File: config.mk
export PLATFORM = sky130hd
export DESIGN_NAME = qeciphy_tx_controller
export DESIGN_NICKNAME = d
export VERILOG_FILES = /design/src/rtl/qeciphy_pkg.sv /design/src/rtl/qeciphy_tx_controller_sat_counter.sv /design/src/rtl/qeciphy_tx_controller.sv
export SDC_FILE = /design/constraint.sdc
export NUM_CORES = 1
export LEC_CHECK = 0
export ABC_AREA = 1
export CORE_MARGIN = 4
export CORE_UTILIZATION = 64
export CTS_CLUSTER_DIAMETER = 150
export DETAILED_ROUTE_END_ITERATION = 10
export PLACE_DENSITY = 0.85
export SYNTH_ARGS = -nofsm -noshare
export SYNTH_HDL_FRONTEND = slang
export SYNTH_SLANG_ARGS = --single-unit
File: constraint.sdc
create_clock -name clk_i -period 4 [get_ports clk_i]
set_input_delay 0.8 -clock clk_i [delete_from_list [all_inputs] [get_ports clk_i]]
set_output_delay 0.8 -clock clk_i [all_outputs]
set_load 0.1 [all_outputs]
File: src/rtl/qeciphy_pkg.sv
// Purpose: shared types for the qeciphy TX control path (TX mode, error codes, TX controller state).
// Latency: n/a (types only).
// Backpressure: n/a (types only).
package qeciphy_pkg;

  // What the TX datapath transmits.
  typedef enum logic [1:0] {
    TX_IDLE  = 2'd0,
    TX_TRAIN = 2'd1,
    TX_DATA  = 2'd2
  } qeciphy_tx_mode_t;

  // Error codes reported upward; sticky once a fatal fault is taken.
  typedef enum logic [3:0] {
    NO_ERROR         = 4'h0,
    TX_TRAIN_TIMEOUT = 4'h4,
    TX_FIFO_OVERFLOW = 4'h5,
    TX_LINK_LOST     = 4'h6
  } qeciphy_error_t;

  // One-hot TX controller state.
  typedef enum logic [5:0] {
    ST_RESET       = 6'b000001,
    ST_OFF         = 6'b000010,
    ST_TRAINING    = 6'b000100,
    ST_WAIT_REMOTE = 6'b001000,
    ST_READY       = 6'b010000,
    ST_FAULT_FATAL = 6'b100000
  } qeciphy_tx_state_t;

endpackage

File: src/rtl/qeciphy_tx_controller_sat_counter.sv
// Purpose: up-counter with synchronous clear that holds at MAX.
// Latency: count visible one cycle after an increment request.
// Backpressure: none; clear has priority over increment.
// Ports: clk_i/rst_n_i clock and async active-low reset, clear_i sync clear,
//        increment_i count enable, cnt_o current count.
module qeciphy_sat_counter #(
  parameter int MAX = 1024
) (
  input  logic                       clk_i,
  input  logic                       rst_n_i,
  input  logic                       clear_i,
  input  logic                       increment_i,
  output logic [$clog2(MAX+1)-1:0]   cnt_o
);

  localparam int W = $clog2(MAX + 1);
  localparam logic [W-1:0] MAX_V = W'(MAX);

  logic [W-1:0] r_cnt;

  always_ff @(posedge clk_i or negedge rst_n_i) begin
    if (!rst_n_i) begin
      r_cnt <= '0;
    end else if (clear_i) begin
      r_cnt <= '0;
    end else if (increment_i && (r_cnt != MAX_V)) begin
      r_cnt <= r_cnt + 1'b1;
    end
  end

  assign cnt_o = r_cnt;

endmodule

File: src/rtl/qeciphy_tx_controller.sv
// Purpose: sequences the TX path OFF -> TRAINING -> WAIT_REMOTE -> READY, and latches fatal faults.
// Latency: all outputs decoded from registered state/error code; one cycle from input to output change.
// Backpressure: none; enable_i=0 returns to OFF on the next edge from any state.
// Ports: clk_i/rst_n_i clock and async active-low reset; enable_i global enable; rx_rdy_i local RX locked;
//        remote_rx_rdy_i partner RX-ready flag; fifo_overflow_i TX FIFO overflow; tx_enable_o, tx_mode_o,
//        local_rdy_flag_o drive the TX datapath; tx_rdy_o, tx_fault_fatal_o, tx_error_code_o report upward.
module qeciphy_tx_controller
  import qeciphy_pkg::*;
#(
  parameter int MIN_TRAIN_CYCLES = 1024,
  parameter int TIMEOUT_CYCLES   = 1048576
) (
  input  logic       clk_i,
  input  logic       rst_n_i,
  input  logic       enable_i,
  input  logic       rx_rdy_i,
  input  logic       remote_rx_rdy_i,
  input  logic       fifo_overflow_i,
  output logic       tx_enable_o,
  output logic [1:0] tx_mode_o,
  output logic       local_rdy_flag_o,
  output logic       tx_rdy_o,
  output logic       tx_fault_fatal_o,
  output logic [3:0] tx_error_code_o
);

  localparam int TW = $clog2(MIN_TRAIN_CYCLES + 1);
  localparam int OW = $clog2(TIMEOUT_CYCLES + 1);
  localparam logic [TW-1:0] TRAIN_DONE = TW'(MIN_TRAIN_CYCLES);
  localparam logic [OW-1:0] TMO_DONE   = OW'(TIMEOUT_CYCLES);

  qeciphy_tx_state_t r_state, w_next;
  qeciphy_error_t    r_err, w_err_next;

  logic [TW-1:0] w_train_cnt;
  logic [OW-1:0] w_tmo_cnt;
  logic          w_train_clr, w_train_inc;
  logic          w_tmo_clr, w_tmo_inc;
  logic          w_train_done, w_tmo_hit;

  assign w_train_done = (w_train_cnt == TRAIN_DONE);
  assign w_tmo_hit    = (w_tmo_cnt == TMO_DONE);

  always_ff @(posedge clk_i or negedge rst_n_i) begin
    if (!rst_n_i) begin
      r_state <= ST_RESET;
      r_err   <= NO_ERROR;
    end else begin
      r_state <= w_next;
      r_err   <= w_err_next;
    end
  end

  // The error code only changes on a transition into FAULT_FATAL; FAULT_FATAL
  // itself never sets it, so a later error cannot overwrite the first one.
  always_comb begin
    w_next     = r_state;
    w_err_next = r_err;
    if (!enable_i) begin
      w_next     = ST_OFF;
      w_err_next = NO_ERROR;
    end else begin
      case (r_state)
        ST_RESET: w_next = ST_OFF;
        ST_OFF:   w_next = ST_TRAINING;
        ST_TRAINING: begin
          if (w_train_done && rx_rdy_i) begin
            w_next = ST_WAIT_REMOTE;
          end else if (w_tmo_hit) begin
            w_next     = ST_FAULT_FATAL;
            w_err_next = TX_TRAIN_TIMEOUT;
          end
        end
        ST_WAIT_REMOTE: begin
          if (remote_rx_rdy_i) begin
            w_next = ST_READY;
          end else if (w_tmo_hit) begin
            w_next     = ST_FAULT_FATAL;
            w_err_next = TX_TRAIN_TIMEOUT;
          end else if (!rx_rdy_i) begin
            w_next = ST_TRAINING;
          end
        end
        ST_READY: begin
          if (fifo_overflow_i) begin
            w_next     = ST_FAULT_FATAL;
            w_err_next = TX_FIFO_OVERFLOW;
          end else if (!remote_rx_rdy_i || !rx_rdy_i) begin
            w_next     = ST_FAULT_FATAL;
            w_err_next = TX_LINK_LOST;
          end
        end
        ST_FAULT_FATAL: w_next = ST_FAULT_FATAL;
        default:        w_next = ST_RESET;
      endcase
    end
  end

  // train_cnt counts completed TRAINING cycles of the current stint; it is
  // zeroed while in OFF and when WAIT_REMOTE falls back to TRAINING.
  assign w_train_clr = !enable_i || (r_state == ST_OFF) ||
                       ((r_state == ST_WAIT_REMOTE) && (w_next == ST_TRAINING));
  assign w_train_inc = (r_state == ST_TRAINING);

  // tmo_cnt is already zero in OFF (OFF is only reached through reset or
  // disable, both of which clear it). It counts on every edge that lands in
  // TRAINING/WAIT_REMOTE, so its value is the number of link-up cycles spent
  // including the current one; hitting TIMEOUT_CYCLES means the budget is used.
  assign w_tmo_clr = !enable_i;
  assign w_tmo_inc = (w_next == ST_TRAINING) || (w_next == ST_WAIT_REMOTE);

  qeciphy_sat_counter #(.MAX(MIN_TRAIN_CYCLES)) u_train_cnt (
    .clk_i       (clk_i),
    .rst_n_i     (rst_n_i),
    .clear_i     (w_train_clr),
    .increment_i (w_train_inc),
    .cnt_o       (w_train_cnt)
  );

  qeciphy_sat_counter #(.MAX(TIMEOUT_CYCLES)) u_tmo_cnt (
    .clk_i       (clk_i),
    .rst_n_i     (rst_n_i),
    .clear_i     (w_tmo_clr),
    .increment_i (w_tmo_inc),
    .cnt_o       (w_tmo_cnt)
  );

  assign tx_enable_o      = (r_state == ST_TRAINING) || (r_state == ST_WAIT_REMOTE) ||
                            (r_state == ST_READY)    || (r_state == ST_FAULT_FATAL);
  assign tx_mode_o        = ((r_state == ST_TRAINING) || (r_state == ST_WAIT_REMOTE)) ? TX_TRAIN :
                            (r_state == ST_READY) ? TX_DATA : TX_IDLE;
  assign local_rdy_flag_o = (r_state == ST_WAIT_REMOTE) || (r_state == ST_READY);
  assign tx_rdy_o         = (r_state == ST_READY);
  assign tx_fault_fatal_o = (r_state == ST_FAULT_FATAL);
  assign tx_error_code_o  = r_err;

endmodule

==> flow_metrics.env <==
export IMPL_status="finished, final reports clean"
export IMPL_finalWirelength_um=5977
export IMPL_ant_nets=0
export IMPL_setup_ws_ns=1.366
export IMPL_route_detailed_drc=0
export IMPL_synth_seq_area_share_pct=36.83
export IMPL_place_area_um2=2909
export IMPL_maxCapViolCount=0
export IMPL_diodes=0
export IMPL_crit_path_start="r_state[0]"
export IMPL_die_h_um=74.01
export IMPL_antenna_found_initial=0
export IMPL_arrival_ns=1.83
export IMPL_wire_per_inst_um=13.43
export IMPL_cts_hold_buf=0
export IMPL_ys_seq_elements=41
export IMPL_ios=16
export IMPL_tightest_slew_ns=0.9696
export IMPL_grt_max_degree=42
export IMPL_layout_cells_non_filler=445
export IMPL_p_leak_nw=1.529
export IMPL_min_from="tx_error_code_o[2]"
export IMPL_synth_area_leaders="dfrtp_1, nand2_1, nand3_1, nor2_1, inv_1"
export IMPL_clkSlewWorstSetupHoldPaths_ns=0.08
export IMPL_track_usage_pct=24.27
export IMPL_h_tree_depth=2
export IMPL_max_freq_mhz=379.6
export IMPL_slew_headroom_pct=35.16
export IMPL_setup_viol=0
export IMPL_crit_type="reg -> out"
export IMPL_postCtsSetupRepairBufs=0
export IMPL_fin_crit_sh_pct=65.85
export IMPL_synth_edff_count=0
export IMPL_core_um2=4115
export IMPL_rows=23
export IMPL_syn_nets=394
export IMPL_holdWs_ns=0.5159
export IMPL_power_density_nw_per_um2=288.5
export IMPL_rsz0062_at_grt="no"
export IMPL_reg2reg_from="u_tmo_cnt.cnt_o[0]"
export IMPL_gr_total_overflow=0
export IMPL_post_place_cells=437
export IMPL_postSynthAreaPerCell_um2=7.263
export IMPL_synth_cell_area_um2=2789
export IMPL_async_flop_share_pct=100.0
export IMPL_skew_ns=0.006002
export IMPL_insertion_delay_ns=0.29
export IMPL_end_kind="primary output"
export IMPL_portBuffers=14
export IMPL_viasPerCell=5.737
export IMPL_maxSlewViolCount=0
export IMPL_nets=404
export IMPL_yosys_most_used_dff="dfrtp_1"
export IMPL_drtIter0Drc=202
export IMPL_ctsResizeCount=0
export IMPL_grt_pass1_wl_um=10450
export IMPL_power_total_mw=0.8739
export IMPL_stdcell_area_um2=3029
export IMPL_drive_gt1_share_pct=10.63
export IMPL_yosysMostFrequentCell="nand2_1"
export IMPL_peakVddDrop_mv=0.3012
export IMPL_vias=2553
export IMPL_die_w_um=74.01
export IMPL_syn_to_final_growth_pct=8.614
export IMPL_hold_viol=0
export IMPL_grt_pass1_vias=2318
export IMPL_ys_warnings_count=0
export IMPL_synth_area_leader_cell="dfrtp_1"
export IMPL_yosysUniqueCellTypes=35
export IMPL_synth_top_area_share_pct=35.89
export IMPL_place_gp_congestion=0.9492
export IMPL_clock_sinks=41
export IMPL_die_area_um2=5477
export IMPL_ys_top_cells_by_count="nand2_1, nor2_1, inv_1, nand3_1, dfrtp_1"
export IMPL_cts_buffers=5
export IMPL_syn_instance_count=384
export IMPL_period_needed_ns=2.634
export IMPL_clk_path_buf_depth=2
export IMPL_initial_core_util_pct=67.77
export IMPL_tritoncts="yes"
export IMPL_dp_hpwl_um=4215
export IMPL_cp_max_fo=5
export IMPL_start_kind="flip-flop"
export IMPL_post_route_util_pct=73.61
export IMPL_drt_pass1_iterations=5
export IMPL_crit_required_ns=3.20
export IMPL_dpl_worst_slack_ns=1.223
export IMPL_cts_root_buffer="clkbuf_8"
export IMPL_fin_tns_setup_ns=0
export IMPL_hp_class="reg -> reg"
-- report_power, final --
part           total, mW  switching (mW)  internal [mW]
Sequential         0.428         0.00675          0.421
Clock              0.347           0.145          0.203
Combinational     0.0984          0.0755         0.0229
Total              0.874           0.227          0.647
-- cell type report --
type / count / area, um2
Tap cell: 50 / 62.56
Inverter: 47 / 176.4
Fill cell: 322 / 1086
Clock buffer: 6 / 82.58
Multi-Input combinational cell: 283 / 1508
Clock inverter: 2 / 37.54
Sequential cell: 41 / 1027
Timing Repair Buffer: 16 / 135.1
-- sequential cells by signal, indices dropped and copies added, names as in the netlist --
| register | flops |
|---|---|
| u_tmo_cnt.cnt_o | 21 |
| u_train_cnt.cnt_o | 11 |
| r_state | 6 |
| tx_error_code_o | 3 |
-- logic make-up after synthesis --
logic type	count (synthesis)	share of synthesized area, %
AOI/OAI and AO/OA	13	2.781
xor gates and xnor gates	24	7.537
adders and majority gates	4	1.795
buffers and inverters	60	9.286
DFF	41	36.83
other	1	0.1345
and+or+nand+nor	241	41.63
-- layer usage --
metal / share of wire (%) / vias up / global-route usage [%]
met3: 5.6 / 9 / 4.189
met5: 0 / - / 0
met4: 1.3 / 0 / 7.646
li1: - / 1260 / -
met2: 47 / 92 / 37.99
met1: 46 / 1192 / 34.59
-- critical path, stage by stage, from the launching register on --
cell	delay [ns]
dfstp_2	0.54
nor2_2	0.05
nand2_1	0.11
nor2_2	0.06
nand2_2	0.10
inv_1	0.08
nor3_1	0.28
inv_1	0.08
buf_4	0.24
-- worst paths after layout --
kind	to	slack, ns	cells past startpoint
setup / recovery	tx_enable_o	1.37	8
hold / removal	tx_error_code_o[2]	0.52	2
setup reg to reg	u_train_cnt.cnt_o[9]	1.49	11
hold reg to reg	tx_error_code_o[2]	0.52	2
max in group asynchronous	u_tmo_cnt.cnt_o[7]	2.82	1
min in group asynchronous	u_train_cnt.cnt_o[2]	0.62	1
-- cells in the final DEF, fill, tap and decap left out, types with 3 or more instances in the layout --
cell and n:
nand2_1 85, xor2_1 20, nor3_1 8, nand3_1 45
nand4_1 24, a21oi_1 5, nor2_2 7, xnor2_1 4
nand2_2 3, ha_1 4, clkbuf_8 6, dfrtp_1 40
nand3b_1 4, nor2_1 50, nor3_2 4, buf_4 8
nand3_2 5, clkdlybuf4s50_1 7, inv_1 47
Power figures use the tool's default switching activity.
